### src/rtl/concatenacion.sv
// Jump-target former for the fetch stage.
// Splices the upper nibble of the program counter (or of PC+4) onto the
// pre-shifted 28-bit jump field. The result passes through one registered
// stage with a valid/stall handshake.
// Optional feature: define CONCAT_ALIGN_CHECK_EN to add the registered
// misalign flag, which reports a jump field whose low two bits are nonzero.
module concatenacion #(
  parameter int unsigned USE_PC_PLUS4 = 0,
  parameter logic [31:0] RESET_ADDR   = 32'h0000_0000
) (
  input  logic        clk,
  input  logic        rst_n,
  input  logic [27:0] output_jump,
  input  logic [31:0] PC,
  input  logic        valid_in,
  input  logic        stall,
  output logic [31:0] output_concat,
`ifdef CONCAT_ALIGN_CHECK_EN
  output logic        misalign,
`endif
  output logic        valid_out
);

  logic [31:0] pc_plus4;
  logic [3:0]  nibble;
  logic [31:0] next_target;
  logic        accept;

  logic [31:0] concat_q, concat_d;
  logic        valid_q, valid_d;

  // The low 28 bits of both PC views never reach the output.
  logic unused_pc;
  assign unused_pc = ^{PC[27:0], pc_plus4[27:0]};

  // Form the candidate target; the +4 wraps modulo 2^32.
  always_comb begin
    pc_plus4    = PC + 32'd4;
    nibble      = (USE_PC_PLUS4 != 0) ? pc_plus4[31:28] : PC[31:28];
    next_target = {nibble, output_jump};
    accept      = valid_in & ~stall;
  end

  // Next state: hold everything under stall, else capture or go idle.
  always_comb begin
    concat_d = concat_q;
    valid_d  = valid_q;
    if (!stall) begin
      valid_d = valid_in;
      if (valid_in) begin
        concat_d = next_target;
      end
    end
  end

  // Result registers with synchronous active-low reset.
  always_ff @(posedge clk) begin
    if (!rst_n) begin
      concat_q <= RESET_ADDR;
      valid_q  <= 1'b0;
    end else begin
      concat_q <= concat_d;
      valid_q  <= valid_d;
    end
  end

  assign output_concat = concat_q;
  assign valid_out     = valid_q;

`ifdef CONCAT_ALIGN_CHECK_EN
  logic misalign_q, misalign_d;

  // Flag a misaligned target on accept; hold under stall; clear when idle.
  always_comb begin
    misalign_d = misalign_q;
    if (!stall) begin
      misalign_d = accept & (output_jump[1:0] != 2'b00);
    end
  end

  // Misalign register with synchronous active-low reset.
  always_ff @(posedge clk) begin
    if (!rst_n) begin
      misalign_q <= 1'b0;
    end else begin
      misalign_q <= misalign_d;
    end
  end

  assign misalign = misalign_q;
`else
  logic unused_accept;
  assign unused_accept = accept;
`endif

endmodule

### config.mk
export PLATFORM = sky130hd
export DESIGN_NAME = concatenacion
export DESIGN_NICKNAME = d
export VERILOG_FILES = /design/src/rtl/concatenacion.sv
export SDC_FILE = /design/constraint.sdc
export NUM_CORES = 1
export LEC_CHECK = 0
export CAP_MARGIN = 20
export CORE_MARGIN = 8
export CORE_UTILIZATION = 31
export CTS_CLUSTER_SIZE = 20
export DETAILED_ROUTE_END_ITERATION = 8
export PLACE_DENSITY = 0.74
export SLEW_MARGIN = 20
export SYNTH_ARGS = -nofsm -noshare
export SYNTH_HDL_FRONTEND = slang
export SYNTH_SLANG_ARGS = --single-unit
### constraint.sdc
create_clock -name clk -period 1 [get_ports clk]
set_clock_uncertainty 0.1 [all_clocks]
set_input_delay 0.3 -clock clk [delete_from_list [all_inputs] [get_ports clk]]
set_output_delay 0.3 -clock clk [all_outputs]
set_load 0.1 [all_outputs]
**Word-level counts from Yosys, hierarchy flattened**

Cells that the tools add are included.
W data, S select, Z words.

- Output and inout port bits: 33
- Flip-flop bits (word level): 33
- Word-level logic and storage cells: 4
- Input bits: 64

- Reductions and logical operators: 1
- Bitwise gates (word level): 1

Operators by type and width:

| kind | number |
|---|---|
| $reduce_and A2 Y1 | 1 |
| $not A1 Y1 | 1 |

**Logic depth before layout (Yosys ltp)**

- Depth in word-level cells: 2
- Depth in mapped cells: 4

**Worst setup path before layout**

OpenSTA, ideal clock, no wires.

- Path type: register -> register
- From: register valid_out (netlist name)
- To: register valid_q (netlist: valid_out)
- Data required time: 0.842 ns
- Data arrival time: 1.295 ns
- Stages on the path, launching flop included: 3
- Slack: -0.452 ns
- Period minus slack after synthesis: 1.452 ns
- Setup time: 0.058 ns
- Cells stage by stage: dfxtp_1 -> and2_2 -> o21a_1

RTL lines:

| item | line | RTL |
|---|---|---|
| end signal: assignment | 63 | `valid_q <= valid_d;` |
| end: declaration | 30 | `logic valid_q, valid_d;` |

**Worst setup path after layout**

- From: register concat_q[13] (netlist: output_concat[13])
- To: output port output_concat[13]

RTL lines:

| item | line | RTL |
|---|---|---|
| start: declaration | 29 | `logic [31:0] concat_q, concat_d;` |
| start signal: assignment | 62 | `concat_q <= concat_d;` |
| end: declaration | 17 | `output logic [31:0] output_concat,` |

No word-level cell between the ends.

==> metrics.cfg <==
[timing]
hold_viol = 0
max_freq_mhz = 825
period_minus_slack_ps = 1210
post-route-period-util_pct = 121
hold_ws_ps = 306
worst-slew-pin-transition_ps = 168
rsz0062_at_grt = yes
finalWorstSetupSlack_ps = -212
slew_headroom_pct = 88.6
finalSetupViolations = 33
fin_tns_setup_ps = -6690
slew_viol_final = 0

[run_status]
status = finished with violations
violations = negative setup slack

[power_and_ir_drop]
irDropWorstVdd_mv = 0.590
p_per_area_nw_per_um2 = 1310
total_power_mw = 3.54
p_leak_nw = 1.07

[die]
ios = 97
coreArea_um2 = 4290
die_y_um = 82.2
die_w_um = 82.2
die_area_um2 = 6750
start_util_pct = 31.6
num_rows = 24

[logic_synthesis]
yosys-top-cells-count = nand2_1 (64), dfxtp_1 (33), mux2i_1 (32)
synth_fp_nets = 207
synth-seq-area-share_pct = 48.7
synth_top_area_share_pct = 48.7
ys.flop_type = dfxtp_1
ys_async_sr_fraction_pct = 0
synth-seq-cells = 33
synth_cell_types = 11
syn_area_um2 = 1360
synth_cells = 143
yosysMostFrequentCell = nand2_1
yosysTopAreaCell = dfxtp_1
syn_area_per_cell_um2 = 9.49
ys_warn_count = 0
synthTopCellsByArea = dfxtp_1 (49%), mux2i_1 (24%), nand2_1 (18%)
synth-edff-count = 0

[critical_path]
worst-path-max-fanout = 2
crit_slowest_cell = dfxtp_4
worstPathRequired_ps = 600
start_kind = flip-flop
critical_path_buf_inv_count = 1
worstPathCellList = buf_12
cp-end-kind = primary output
cp.arrival_ps = 810
cp_top_family = flip-flops
crit_type = reg -> out
critPathMaxStageDelay_ps = 360

[global_routing]
grt_pass1_vias = 1233
grt_antenna_before_repair = 0
grt_pass1_wl_um = 5950
grt_max_degree = 38
grt_overflow_total = 0
grt_usage_pct = 11.6

[placed_design]
place.gp.congestion = 0.641
portBuffers = 68
dpl.hpwl_um = 2720
place_worst_setup_slack_ps = -610

[clock_network]
cts.clk_slew.worst_paths_ps = 70
tritoncts = yes
clk_latency_ps = 280
clockBufferDepth = 2
cts_inserted_buffers = 5
cts.sinks = 33
cts_root_buf = clkbuf_8
htreeDepth = 2
cts.hold.buffers_added = 0

[drt]
route.detailed.drc = 0
postRouteAntennaNets = 0
routed_wl_um = 3750
viasPerCell = 4.40
wl_per_cell_um = 13.9
drt_first_pass_iters = 4
vias = 1183
drtIter0Drc = 46

[cells_and_area]
fill_cells = 348
multiInputGateArea_um2 = 593
area_delta_synth_final_pct = 99.0
diodes = 0
regArea_um2 = 785
drive_above_1_share_pct = 39.6
final_nets = 280

[hold_path]
hold_class = in -> reg

[job]
maxCapViolations = 0

==> final timing paths <==
check | from | endpoint | slack [ps] | cells past startpoint
setup / recovery | output_concat[13]$_SDFFE_PN0P_ | output_concat[13] | -210 | 1
hold / removal | stall | valid_out$_SDFFE_PN0N_ | 310 | 3
setup reg to reg | valid_out$_SDFFE_PN0N_ | valid_out$_SDFFE_PN0N_ | 120 | 2
hold reg to reg | output_concat[10]$_SDFFE_PN0P_ | output_concat[10]$_SDFFE_PN0P_ | 390 | 2
==> power by group <==
group	switching, mW	total (mW)	internal, mW
clock	0.450	0.944	0.494
sequential	0.0699	1.41	1.35
combinational	0.670	1.18	0.509
total	1.19	3.54	2.35
==> placed cells by master, fill, tap and decap left out <==
cell and instances:
and2_2 1, buf_12 39, buf_16 2, buf_2 3, buf_4 1, clkbuf_1 3
clkbuf_8 5, clkdlybuf4s50_1 32, dfxtp_4 33, mux2i_1 31, mux2i_2 1, nand2_1 64
nor2b_4 1, o21a_1 1
==> routing by layer <==
metal  track usage (%)  vias to the layer above  share of wire (%)
met2              19.4                       41                 50
met5                 0                        -                  0
met4              4.21                        0                1.1
met3              5.19                        5                8.6
li1                  -                      601                  -
met1              12.7                      536                 41
==> area by class of cell <==
class	instances	share of cell area, %
timing repair buffer	77	43.6
clock buffer	8	2.96
multi-input combinational	99	22.0
sequential	33	29.0
tap	52	2.41
==> cell families (layout without fill, tap and decap cells) <==
kind of cell           Yosys count  count (layout)  share of synthesized area (%)
multiplexers                    32              32                           23.6
AND/OR/NAND/NOR                 66              66                           19.3
AO/OA/AOI/OAI                    1               1                          0.553
buffers and inverters           11              85                           7.93
flip-flops                      33              33                           48.7
==> registers in the layout, summed over array words and instances (netlist names) <==
| register | cells |
|---|---|
| valid_out | 1 |
| output_concat | 32 |
==> stage by stage <==
stage,utilization [%],instances,instance area [µm²]
finish,62.9,269,2700
global route,62.9,269,2700
CTS,63.5,270,2730
detailed placement,58.8,256,2520
global placement,58.8,256,2520
floorplan,-,143,1480
==> timing repair <==
action,CTS,global route
endpoints found under the hold margin,0,0
gates cloned,3,0
setup buffers,3,0
setup endpoints to repair,66,35
gates resized for setup,12,0
No activity file was read; power rests on OpenSTA's default activity.
